==> config.mk <==
export PLATFORM = sky130hd
export DESIGN_NAME = sample_decimator
export DESIGN_NICKNAME = d
export VERILOG_FILES = /design/src/rtl/sample_decimator.sv
export SDC_FILE = /design/constraint.sdc
export NUM_CORES = 1
export LEC_CHECK = 0
export ABC_AREA = 1
export BUFFER_PORTS_ARGS = -buffer_cell sky130_fd_sc_hd__buf_2
export CELL_PAD_IN_SITES_DETAIL_PLACEMENT = 0
export CELL_PAD_IN_SITES_GLOBAL_PLACEMENT = 1
export CORE_MARGIN = 10
export CORE_UTILIZATION = 44
export DETAILED_ROUTE_END_ITERATION = 8
export PLACE_DENSITY_LB_ADDON = 0.1
export SLEW_MARGIN = 10
export SYNTH_ARGS = -nofsm -noshare
export SYNTH_HDL_FRONTEND = slang
export SYNTH_SLANG_ARGS = --single-unit
==> constraint.sdc <==
create_clock -name CLK -period 4.2 [get_ports CLK]
set_input_delay 0.84 -clock CLK [delete_from_list [all_inputs] [get_ports CLK]]
set_output_delay 0.84 -clock CLK [all_outputs]
set_load 0.005 [all_outputs]
==> src/rtl/sample_decimator.sv <==
// ---------------------------------------------------------------------------
// sample_decimator
//
// Averages each non-overlapping block of 2**LOG2_N accepted 8-bit samples
// from the smoothing filter and emits one 8-bit result per block through a
// 2-entry output FIFO. Both sides use valid/ready handshakes.
//
// Parameters:
//   LOG2_N    log2 of the decimation ratio, legal range 0..6.
//             LOG2_N = 0 passes every sample straight into the FIFO.
//
// Ports:
//   CLK        clock, all state updates on the rising edge
//   RST        synchronous reset, active-high
//   in_data    filtered sample from the upstream filter
//   in_valid   in_data is valid this cycle
//   in_ready   a sample can be accepted this cycle
//   flush      discard the partial block accumulated so far
//   out_data   head of the output FIFO
//   out_valid  out_data is valid
//   out_ready  sink accepts out_data this cycle
//   phase      number of samples accumulated in the current block
//
// Optional build macro:
//   DECIM_ROUND_EN  round half up, result = (sum + 2**(LOG2_N-1)) >> LOG2_N.
//                   Undefined: plain truncating shift, no rounding adder.
// ---------------------------------------------------------------------------
module sample_decimator #(
    parameter  int LOG2_N = 2,
    localparam int PW     = (LOG2_N > 0) ? LOG2_N : 1
) (
    input  logic          CLK,
    input  logic          RST,
    input  logic [7:0]    in_data,
    input  logic          in_valid,
    output logic          in_ready,
    input  logic          flush,
    output logic [7:0]    out_data,
    output logic          out_valid,
    input  logic          out_ready,
    output logic [PW-1:0] phase
);

    // Accumulator holds at most N*255, which fits in 8+LOG2_N bits.
    localparam int            AW   = 8 + LOG2_N;
    localparam int            N    = 1 << LOG2_N;
    localparam logic [PW-1:0] LAST = PW'(N - 1);

`ifdef DECIM_ROUND_EN
    // Half an LSB of the result; evaluates to 0 when LOG2_N = 0.
    localparam logic [AW-1:0] ROUND = AW'((1 << LOG2_N) >> 1);
`endif

    logic [AW-1:0] acc;
    logic [AW-1:0] sum;
    logic [AW-1:0] sum_rnd;
    logic [7:0]    result;
    logic          accept;
    logic          block_end;
    logic          push;
    logic          pop;

    // Two-entry FIFO kept as explicit head/tail registers plus an occupancy.
    logic [1:0]    count;
    logic [7:0]    head;
    logic [7:0]    tail;

    // NOTE: every output of a combinational block is assigned on every path,
    // so no latch can be inferred.
    always_comb begin
        in_ready  = (count != 2'd2) && !flush;
        out_valid = (count != 2'd0);
        out_data  = head;
        accept    = in_valid && in_ready;
        block_end = accept && (phase == LAST);
        push      = block_end;
        pop       = out_valid && out_ready;
        sum       = acc + AW'(in_data);
`ifdef DECIM_ROUND_EN
        sum_rnd   = sum + ROUND;
`else
        sum_rnd   = sum;
`endif
        result    = 8'(sum_rnd >> LOG2_N);
    end

    // Block accumulator and phase counter. Flush and accept are mutually
    // exclusive because flush forces in_ready low.
    // NOTE: sequential state uses non-blocking assignments so every register
    // samples the pre-edge value of every other register.
    always_ff @(posedge CLK) begin
        if (RST) begin
            acc   <= '0;
            phase <= '0;
        end else if (flush) begin
            acc   <= '0;
            phase <= '0;
        end else if (accept) begin
            if (phase == LAST) begin
                acc   <= '0;
                phase <= '0;
            end else begin
                acc   <= sum;
                phase <= phase + PW'(1);
            end
        end
    end

    // Output FIFO. A push into a full FIFO cannot occur since in_ready is low
    // whenever count is 2, and a pop from an empty FIFO is blocked by
    // out_valid, so only the legal push/pop combinations are decoded.
    // NOTE: the storage registers are reset too, because out_data must read
    // 0 straight out of reset rather than an unknown value.
    always_ff @(posedge CLK) begin
        if (RST) begin
            count <= 2'd0;
            head  <= '0;
            tail  <= '0;
        end else begin
            unique case ({push, pop})
                2'b10: begin
                    if (count == 2'd0) head <= result;
                    else               tail <= result;
                    count <= count + 2'd1;
                end
                2'b01: begin
                    head  <= tail;
                    count <= count - 2'd1;
                end
                2'b11: begin
                    // Only reachable with count == 1: the new result
                    // replaces the departing head, occupancy unchanged.
                    head <= result;
                end
                default: ;
            endcase
        end
    end

endmodule

* Yosys cells after proc, flatten, opt, wreduce, memory -nomap -nowiden *
Cells that the tools add are included.

word-level totals
  bits in registers = 30
  input port bits = 13
  output and inout port bits = 12
  logic and storage cells = 33

cells by class
  add/subtract/negate cells = 4
  eq/ne operators = 6
  mux-type cells = 5
  bitwise operators = 1
  reductions and logical operators = 12

operator list
  kind                                                 count
  case mux 8 bit (3 select lines)                      1
  adder 10 x 8 -> 10 bit                               1
  two-way mux 10 bit                                   1
  two-way mux 8 bit                                    1
  equality test 2 bit, second input constant           3
  adder 2 x 1 -> 2 bit, second input constant          2
  logical AND 1 bit                                    4
  inequality test 2 bit, second input constant         2
  case mux 2 bit (2 select lines)                      1
  AND reduction 2 bit                                  2
  nonzero test 2 bit                                   2
  nonzero test 3 bit                                   1
  equality test 2 x 1 -> 1 bit, second input constant  1
  zero test 2 bit                                      1
  two-way mux 2 bit                                    1
  OR reduction 2 bit                                   1
  subtractor 2 x 1 -> 2 bit, second input constant     1
  zero test 1 bit                                      1
  inverter 1 bit                                       1

* Longest topological paths before layout *
Gate-level depths: netlist of the first run.

  word-level depth = 7
  mapped depth = 12
  gate-level depth less buffers = 12

* Worst setup path before layout of the first run *
No wires, ideal clock.

  path type = input to register
  from = input port in_data[0]
  to = register tail[2]
  setup time = 0.115 ns
  arrival = 2.050 ns
  data required time = 4.085 ns
  setup slack = 2.034 ns
  cell stages on the path = 8
  path buffers = 0
  cells stage by stage = ha_1 > inv_1 > fa_1 > o21ai_2 > nand2_1 > and2_1 > o21ai_0 > inv_1

between the ends
  word-level cells in the longest chain between the ends = 1

ends and longest elaborated chain
  what                    RTL line  RTL
  start: declaration      34        input logic [7:0] in_data,
  adder 10 x 8 -> 10 bit  78        sum = acc + AW'(in_data);
  end signal: assignment  123       else tail <= result;
  end: declaration        66        logic [7:0] tail;

No other way between the ends.
A chain may end at the register's enable or synchronous reset.

* Worst setup path in the final report of the first run *
  from = input port flush
  to = register count[1]

between the ends
  word-level cells in the longest chain between the ends = 6
  elaborated cells on any way between the ends = 8
  classes of those cells = eq/ne: 2; mux: 1; reduce/logical: 5

ends and longest elaborated chain
  what                                                                   RTL line  RTL
  start: declaration                                                     37        input logic flush,
  zero test 1 bit *                                                      71        in_ready = (count != 2'd2) && !flush;
  logical AND 1 bit *                                                    71
  logical AND 1 bit *                                                    74        accept = in_valid && in_ready;
  logical AND 1 bit *                                                    75        block_end = accept && (phase == LAST);
  equality test 2 x 1 -> 1 bit or equality test 2 bit (tied branches)    120       unique case ({push, pop})
  case mux 2 bit (2 select lines) or nonzero test 2 bit (tied branches)  n/a
  end signal: assignment                                                 124       count <= count + 2'd1;
  end signal: assignment                                                 128       count <= count - 2'd1;
  end: declaration                                                       64        logic [1:0] count;

Mark *: on every way between the ends. The rest lies on a longest branch, timed or not.

==> flow_summary_export.csv, run 1 <==
group,metric,value,unit
grt,grt_max_degree,15,
synthesis,syn_inst,263,
route,dr_wl_met2,1.99,mm
status,status,"complete, no violations",
sta,finClkSkew,0.00486,ns
clock_network,cts_buffers,5,
synthesis,synth_compound_gate_area_share,17.5,%
critical_path,ff2ff_path_depth,9,
placed_design,gp_congestion,0.768,
synthesis,syn_area,1810,sq um
final_layout,drive_above_1_share,17.6,%
route,drtAntennaViolNets,0,
power_and_ir_drop,netSwitchingFraction,25.0,%
final_layout,layout.cells.non_filler,339,
grt,track_usage,12.5,%
critical_path,arrival,2.61,ns
clock_network,cts_hold_buf,0,
sta,setup_viol,0,
sta,hold_viol,0,
clock_network,cts_setup_buffers,0,
power_and_ir_drop,p_clk_share,40.8,%
synthesis,async_reset_ff_share,0,%
final_layout,n_fill_cell,430,
clock_network,cts_tree,"done",
synthesis,synth_edf_count,0,
synthesis,synth.most_common_cell,"nand2_1",
clock_network,cts.repair.resized,0,
critical_path,worstReg2RegEnd,"count[1]$_SDFFE_PP0P_",
final_layout,nets,313,
floorplan,initial_core_util,45.4,%
synthesis,synthMuxAreaShare,0,%
clock_network,clock_sinks,30,
synthesis,synth-seq-cells,30,
synthesis,synth-simple-area-share,29.2,%
critical_path,reg2reg_slack,2.03,ns
placed_design,port_buffers,24,
placed_design,pre_cts_slack,1.52,ns
synthesis,synth_top_family_by_area,"simple AND/OR/NAND/NOR gates",
sta,fin_crit,2.40,ns
power_and_ir_drop,ir_worst_vdd,0.157,mV
floorplan,fp.dieW,84.2,um
critical_path,startpoint_type,"input pin",
clock_network,htree_levels,2,
critical_path,cp_cell_sequence,"buf_2 > inv_1 > nand3_4 > nor2_4 > inv_1 > ha_1 > clkinv_1 > a21oi_1 > o21ai_0 > a21oi_1",
power_and_ir_drop,combPwrFrac,10.0,%
sta,tns,0,ns
run,cap_violations,0,
synthesis,synthXorXnorAreaFrac,0.966,%
hold_path,hold_end,"acc[3]$_SDFFE_PP0P_",
route,met3_length,160,um
grt,grt_pass1_vias,1643,
clock_network,cts_root_buffer,"clkbuf_8",
hold_path,worstHoldStart,"acc[3]$_SDFFE_PP0P_",
power_and_ir_drop,p_per_area,286,nW/um^2
critical_path,crit_family,"buffers and inverters",
critical_path,worst-path-stages,10,
sta,finalMaxSlewViolations,0,
sta,setup_slack,1.80,ns
critical_path,crit_fanout,14,
route,wire_per_inst,12.3,um
synthesis,synthAdderAreaFrac,8.69,%
route,dr.pass1.iters,4,
floorplan,io_pins,25,
critical_path,crit_type,"input pin to flop",
floorplan,dieArea,7090,sq um
hold_path,min_path_type,"flop to flop",
synthesis,synth_ff_type,"dfxtp_1",
sta,period_share,57.0,%
synthesis,netlist-cell-type-count,32,
critical_path,cpMaxStageDelayCell,"ha_1",
sta,fin_hold_ws,0.473,ns
power_and_ir_drop,p_leak,0.00102,uW
placed_design,dp.cells,331,
synthesis,synth_top_area_share,33.1,%
sta,worst-slew-pin-transition,0.507,ns
route,drc,0,
route,first_iter_violations,81,
final_layout,final_area,2050,sq um
final_layout,areaGrowthSynthToFinish,13.0,%
synthesis,yosysSeqAreaShare,33.1,%
sta,slew_headroom,66.1,%
critical_path,cp_slowest_stage_delay,0.45,ns
synthesis,syn-num-nets,288,
critical_path,reg2reg_from,"phase[0]$_SDFFE_PP0P_",
placed_design,dpl_cell_area,1960,sq um
sta,max_freq,417,MHz
clock_network,clkTransAtPathRegs,0.06,ns
synthesis,synthTopCellsByArea,"dfxtp_1 (33%), nand2_1 (15%), inv_1 (7.7%)",
route,vias_per_cell,4.96,
clock_network,clockBufferDepth,2,
hold_path,hold_depth,2,
synthesis,yosys.area.top_type,"dfxtp_1",
floorplan,fp-row-count,23,
sta,grt_setup_unrepaired,"false",
floorplan,core-area,4000,sq um
critical_path,worstPathRequired,4.42,ns
critical_path,cp_num_buf_inv,4,
synthesis,synth_area_per_cell,6.90,sq um
route,top_layer,"met4",
floorplan,die_h,84.2,um
route,via_count,1680,
power_and_ir_drop,p_int,440,uW
power_and_ir_drop,switchingPower,147,uW
grt,grt_pass1_wl,7.51,mm
critical_path,cp-end-kind,"flop",
final_layout,antenna_cells,0,
route,m1WireLength,1.99,mm
power_and_ir_drop,p_seq_share,49.2,%
grt,grt_overflow,0,
route,wirelength,4.18,mm
synthesis,yosys_warnings,0,
clock_network,worstSkewPairLatency,0.28,ns
grt,antenna_found_initial,0,
placed_design,post-dp-hpwl,3.26,mm
synthesis,synth_commonest_cells,"nand2_1 (71), inv_1 (37), dfxtp_1 (30), a21oi_1 (24), nor2_1 (19)",
-- registers in the layout, summed over array words and instances (netlist names) --
register	flops
acc	10
count	2
out_data	8
phase	2
tail	8
-- per-stage QoR --
step | util, % | power (uW)
finish | 51.3 | 587
global route | 51.3 | 616
CTS | 51.3 | 592
detailed placement | 49.0 | 355
global placement | 49.0 | 354
floorplan | - | 336
-- layout by cell type, fill, tap and decap left out --
master    count
clkinv_1      1
a21oi_1      24
or2_0         1
nand3b_1      3
xnor2_1       1
clkbuf_1      1
fa_1          1
a21oi_2       8
xor2_1        1
o211ai_1      1
buf_2        24
nand3_4       1
a21o_1        2
o21ai_2       1
a21oi_4       1
ha_1         11
nor2_4        2
nand4_1       1
nand2_1      71
nand3_1      17
clkinv_2      1
inv_1        37
nand2_2       4
dfxtp_1      30
inv_2         3
o21ai_1       1
and2_1        1
a21boi_0      1
clkbuf_8      6
nor2_1       19
o21a_1        1
o21ai_0      12
-- cell type report --
type | count | area (sq um) | area share [%]
clock buffers | 7 | 86.3 | 4.21
flip-flops and latches | 30 | 601 | 29.3
inverters | 41 | 154 | 7.50
repair buffers | 24 | 120 | 5.86
multi-input cells | 186 | 1020 | 49.8
well taps | 50 | 62.6 | 3.05
clock inverters | 1 | 5.00 | 0.244
-- metal layers --
| metal | global-route usage (%) | vias to the layer above |
|---|---|---|
| met3 | 3.29 | 6 |
| met4 | 5.02 | 0 |
| met1 | 15.2 | 752 |
| met5 | 0 | - |
| li1 | - | 888 |
| met2 | 20.4 | 34 |
-- worst max path at each step --
stage / slack [ns] / to / startpoint
floorplan: 2.03 / tail[2]$_SDFFE_PP0P_ / in_data[0]
detailed placement: 1.52 / count[1]$_SDFFE_PP0P_ / flush
global route: 1.56 / count[1]$_SDFFE_PP0P_ / flush
CTS: 1.81 / count[1]$_SDFFE_PP0P_ / flush
finish: 1.80 / count[1]$_SDFFE_PP0P_ / flush
global placement: 1.62 / count[1]$_SDFFE_PP0P_ / flush
-- worst min-delay path, delay by kind of cell (launching register included) --
kind | cells | cell delay (ns)
compound gates | 1 | 0.06
simple gates | 1 | 0.06
flops | 1 | 0.31
-- kinds of logic (layout without fill, tap and decap cells) --
| kind of cell | Yosys count | count (layout) |
|---|---|---|
| XOR/XNOR | 2 | 2 |
| flip-flops | 30 | 30 |
| AND/OR/NAND/NOR | 120 | 120 |
| AO/OA/AOI/OAI | 52 | 52 |
| adder cells (fa/ha/maj) | 12 | 12 |
| buffers and inverters | 47 | 73 |
-- power groups by stage --
stage                     combinational (uW)  clock [uW]  sequential, uW
after detailed placement                59.7           0             295
after global routing                    68.7         258             289
after floorplan                         41.1           0             294
after CTS                               60.2         243             289
after global placement                  59.5           0             295
final                                   58.9         240             289
Note: power is estimated with default switching activity, not from simulation.
==> run 2: changes to the inputs <==
CORE_UTILIZATION = 37   (was 44)
clock period = 2.2 ns   (was 4.2 ns; I/O delays follow)
==> flow_summary_export.csv, run 2 (synthesized netlist as in run 1, its figures left out) <==
group,metric,value,unit
status,status,"complete, no violations",
route,dr.pass1.iters,4,
clock_network,htree_levels,2,
clock_network,clkTransAtPathRegs,0.07,ns
sta,tns,0,ns
clock_network,worstSkewPairLatency,0.28,ns
floorplan,dieArea,8100,sq um
route,vias_per_cell,4.61,
critical_path,crit_fanout,4,
sta,slew_headroom,69.4,%
hold_path,min_path_type,"input pin to flop",
route,drtAntennaViolNets,0,
clock_network,cts_root_buffer,"clkbuf_8",
critical_path,worst-path-stages,9,
grt,antenna_found_initial,0,
floorplan,die_h,90.0,um
power_and_ir_drop,p_per_area,547,nW/um^2
critical_path,cp_num_buf_inv,2,
route,wire_per_inst,12.0,um
grt,grt_overflow,0,
placed_design,dpl_cell_area,2000,sq um
sta,fin_crit,1.80,ns
critical_path,cp_slowest_stage_delay,0.42,ns
power_and_ir_drop,ir_worst_vdd,0.252,mV
critical_path,worstPathRequired,2.44,ns
placed_design,pre_cts_slack,0.179,ns
power_and_ir_drop,power,1140,uW
route,drc,0,
sta,finalMaxSlewViolations,0,
final_layout,areaGrowthSynthToFinish,15.2,%
route,first_iter_violations,90,
sta,finClkSkew,0.00696,ns
critical_path,crit_family,"adder cells",
critical_path,ff2ff_path_depth,9,
clock_network,cts.repair.resized,0,
floorplan,fp-row-count,25,
power_and_ir_drop,p_leak,0.00103,uW
sta,max_freq,557,MHz
grt,track_usage,11.3,%
critical_path,reg2reg_slack,0.40,ns
placed_design,gp_congestion,0.780,
sta,worst-slew-pin-transition,0.458,ns
final_layout,nets,315,
placed_design,post-dp-hpwl,3.35,mm
route,wirelength,4.29,mm
final_layout,largest_reg_flops,10,
sta,setup_slack,0.404,ns
final_layout,final_area,2090,sq um
grt,grt_pass1_wl,7.57,mm
final_layout,antenna_cells,0,
sta,grt_setup_unrepaired,"false",
sta,hold_viol,0,
grt,grt_pass1_vias,1626,
critical_path,cp_cell_sequence,"ha_1 > inv_1 > fa_1 > o21ai_2 > nand2_1 > nand3b_1 > nand2_1 > a21o_1 > inv_1",
placed_design,port_buffers,24,
floorplan,core-area,4720,sq um
final_layout,final_common_cell,"nand2_1",
clock_network,clock_sinks,30,
critical_path,cpMaxStageDelayCell,"fa_1",
hold_path,hold_depth,3,
final_layout,mostFrequentLayoutCells,"nand2_1 (71), inv_1 (37), dfxtp_1 (30), a21oi_1 (24), buf_2 (24)",
floorplan,io_pins,25,
sta,setup_viol,0,
clock_network,cts_setup_buffers,0,
grt,grt_max_degree,15,
floorplan,initial_core_util,38.4,%
critical_path,arrival,2.03,ns
final_layout,drive_above_1_share,18.6,%
critical_path,crit_type,"flop to flop",
critical_path,startpoint_type,"flop",
clock_network,cts_buffers,5,
clock_network,cts_hold_buf,0,
route,via_count,1651,
sta,fin_hold_ws,0.458,ns
run,cap_violations,0,
sta,period_share,81.7,%
critical_path,cp-end-kind,"flop",
clock_network,clockBufferDepth,2,
clock_network,cts_tree,"done",
final_layout,largest-register,"acc",
floorplan,fp.dieW,90.0,um
==> run 2: changes by cell type in the layout (fill, tap and decap cells not counted) <==
cell | previous run | this run
clkbuf_1 | 1 | 0
buf_4 | 0 | 2
clkinvlp_4 | 0 | 1
==> run 2: worst reg2reg max path, delay by kind of cell, from the launching register on <==
family,cells,cell delay [ns]
compound gates,2,0.39
buf+inv,2,0.10
fa+ha+maj,2,0.61
simple gates,3,0.33
flops,1,0.33
==> run 2: cell type report <==
type	instances	area, sq um
Multi-Input combinational cell	186	1020
Timing Repair Buffer	26	135
Fill cell	538	2630
Clock buffer	6	82.6
Sequential cell	30	601
Tap cell	67	83.8
Clock inverter	2	12.5
Inverter	41	154
==> run 2: where the power goes <==
part           leakage, uW  internal [uW]  switching [uW]
Sequential        0.000242            547            2.73
Clock            0.0000472            251             225
Combinational     0.000740           42.5            74.4
Total              0.00103            841             302
==> run 2: metrics by stage <==
stage	instances	utilization [%]
6_report	358	44.3
5_1_grt	358	44.3
4_1_cts	358	44.3
3_5_place_dp	350	42.3
3_3_place_gp	350	42.3
2_1_floorplan	263	-
==> run 2: path summary, 6_finish.rpt <==
check,startpoint,endpoint
min,in_valid,phase[1]$_SDFFE_PP0P_
min reg2reg,acc[5]$_SDFFE_PP0P_,acc[5]$_SDFFE_PP0P_
max reg2reg,acc[0]$_SDFFE_PP0P_,tail[4]$_SDFFE_PP0P_
max,acc[0]$_SDFFE_PP0P_,tail[4]$_SDFFE_PP0P_
==> run 2: routing by layer <==
metal  global-route usage [%]  wire length, um  up-vias
li1                         -                -      890
met1                     14.7             2120      730
met2                     17.4             1920       27
met3                     3.82              194        4
met4                     2.79               51        0
met5                        0                0        -
==> run 3: changes to the inputs <==
CORE_UTILIZATION = 40   (was 37)
clock period = 1.69 ns   (was 2.2 ns; I/O delays follow)
==> flow_summary_export.csv, run 3 (synthesized netlist as in run 1, its figures left out) <==
group,metric,value,unit
sta,setup_slack,0.0228,ns
final_layout,areaGrowthSynthToFinish,29.4,%
sta,fin_crit,1.67,ns
sta,slew_headroom,72.3,%
grt,antenna_found_initial,0,
clock_network,worstSkewPairLatency,0.29,ns
clock_network,cts_buffers,5,
run,cap_violations,0,
power_and_ir_drop,p_per_area,693,nW/um^2
route,wire_per_inst,12.2,um
grt,grt_pass1_wl,7.10,mm
route,drc,0,
status,status,"complete, no violations",
critical_path,cp_cell_sequence,"ha_4 > inv_2 > fa_2 > o21ai_4 > nand2_2 > nand3b_1 > nand2_1 > a21o_1 > inv_1",
final_layout,antenna_cells,0,
route,drtAntennaViolNets,0,
clock_network,clkTransAtPathRegs,0.07,ns
floorplan,initial_core_util,41.4,%
final_layout,final_common_cell,"nand2_1",
power_and_ir_drop,p_leak,0.00114,uW
sta,setup_viol,0,
clock_network,clock_sinks,30,
critical_path,reg2reg_slack,0.02,ns
critical_path,worstReg2RegEnd,"tail[4]$_SDFFE_PP0P_",
clock_network,htree_levels,2,
critical_path,ff2ff_path_depth,9,
sta,hold_viol,0,
critical_path,arrival,1.91,ns
clock_network,cts_tree,"done",
critical_path,crit_type,"flop to flop",
floorplan,core-area,4380,sq um
final_layout,nets,331,
hold_path,min_path_type,"input pin to flop",
critical_path,cp-end-kind,"flop",
critical_path,worstPathRequired,1.93,ns
final_layout,largest-register,"acc",
route,first_iter_violations,85,
critical_path,startpoint_type,"flop",
floorplan,fp.dieW,87.3,um
placed_design,gp_congestion,0.769,
critical_path,cpMaxStageDelayCell,"fa_2",
sta,max_freq,600,MHz
sta,grt_setup_unrepaired,"true",
critical_path,cp_slowest_stage_delay,0.40,ns
floorplan,fp-row-count,24,
sta,period_share,98.7,%
final_layout,drive_above_1_share,33.9,%
sta,tns,0,ns
placed_design,post-dp-hpwl,3.24,mm
final_layout,mostFrequentLayoutCells,"nand2_1 (61), inv_1 (34), dfxtp_1 (27), buf_2 (24), a21oi_1 (21)",
critical_path,crit_fanout,4,
clock_network,clockBufferDepth,2,
route,vias_per_cell,4.82,
final_layout,final_util,53.6,%
critical_path,crit_end,"tail[4]$_SDFFE_PP0P_",
route,wirelength,4.37,mm
sta,worst-slew-pin-transition,0.415,ns
grt,grt_max_degree,15,
route,dr.pass1.iters,4,
clock_network,cts_root_buffer,"clkbuf_8",
sta,finClkSkew,0.00438,ns
floorplan,io_pins,25,
grt,grt_pass1_vias,1625,
floorplan,die_h,87.3,um
floorplan,dieArea,7630,sq um
sta,finalMaxSlewViolations,0,
grt,grt_overflow,0,
placed_design,pre_cts_slack,-0.178,ns
final_layout,largest_reg_flops,10,
placed_design,port_buffers,24,
power_and_ir_drop,ir_worst_vdd,0.326,mV
grt,track_usage,11.6,%
sta,fin_hold_ws,0.345,ns
clock_network,cts_hold_buf,0,
route,via_count,1729,
critical_path,reg2reg_from,"acc[0]$_SDFFE_PP0P_",
critical_path,cp-startpoint,"acc[0]$_SDFFE_PP0P_",
-- run 3: critical path, delay by kind of cell, from the launching register on --
kind / cells / cell delay [ns]
fa+ha+maj: 2 / 0.53
buf+inv: 2 / 0.07
simple gates: 3 / 0.28
flops: 1 / 0.35
compound gates: 2 / 0.39
-- run 3: layout make-up --
| type | instances | area, sq um |
|---|---|---|
| Clock inverter | 1 | 30.0 |
| Timing Repair Buffer | 41 | 248 |
| Clock buffer | 7 | 76.3 |
| Tap cell | 52 | 65.1 |
| Timing Repair inverter | 1 | 7.51 |
| Multi-Input combinational cell | 186 | 1160 |
| Fill cell | 451 | 2040 |
| Inverter | 41 | 160 |
| Sequential cell | 30 | 604 |
-- run 3: what timing repair did --
| action | CTS | global route |
|---|---|---|
| gates resized for setup | 2 | 43 |
| cloned | 0 | 1 |
| pin swaps | 1 | 14 |
| buffers inserted | 0 | 2 |
| endpoints found under the setup margin | 10 | 20 |
-- run 3: layer usage --
metal  global-route usage (%)  routed length (um)  share of wire (%)
met3                     4.21                 223                5.1
met1                     13.3                2000                 46
met5                        0                   0                  0
met4                     4.35                  65                1.5
met2                     19.1                2080                 48
-- run 3: worst min-delay path by stage --
stage                         from                     to  slack [ns]  cells past startpoint
6_report                     flush  phase[0]$_SDFFE_PP0P_        0.34                      4
5_1_grt                   in_valid  phase[1]$_SDFFE_PP0P_        0.37                      3
4_1_cts                   in_valid  phase[1]$_SDFFE_PP0P_        0.34                      3
3_5_place_dp   acc[0]$_SDFFE_PP0P_    acc[0]$_SDFFE_PP0P_        0.46                      2
3_3_place_gp   acc[6]$_SDFFE_PP0P_    acc[6]$_SDFFE_PP0P_        0.46                      2
2_1_floorplan  acc[7]$_SDFFE_PP0P_    acc[7]$_SDFFE_PP0P_        0.45                      2
-- run 3: report_power, final --
part           internal (uW)  leakage (uW)  switching (uW)  total (uW)
clock                    441     0.0000524             280         721
combinational           79.4      0.000840             110         189
sequential               713      0.000243            4.29         717
-- run 3: per-stage QoR --
| step | power (uW) | cell area [sq um] | instances |
|---|---|---|---|
| 2_1_floorplan | 834 | 1810 | 263 |
| 3_3_place_gp | 900 | 2070 | 348 |
| 3_5_place_dp | 899 | 2070 | 348 |
| 4_1_cts | 1630 | 2190 | 356 |
| 5_1_grt | 1700 | 2350 | 359 |
| 6_report | 1630 | 2350 | 359 |
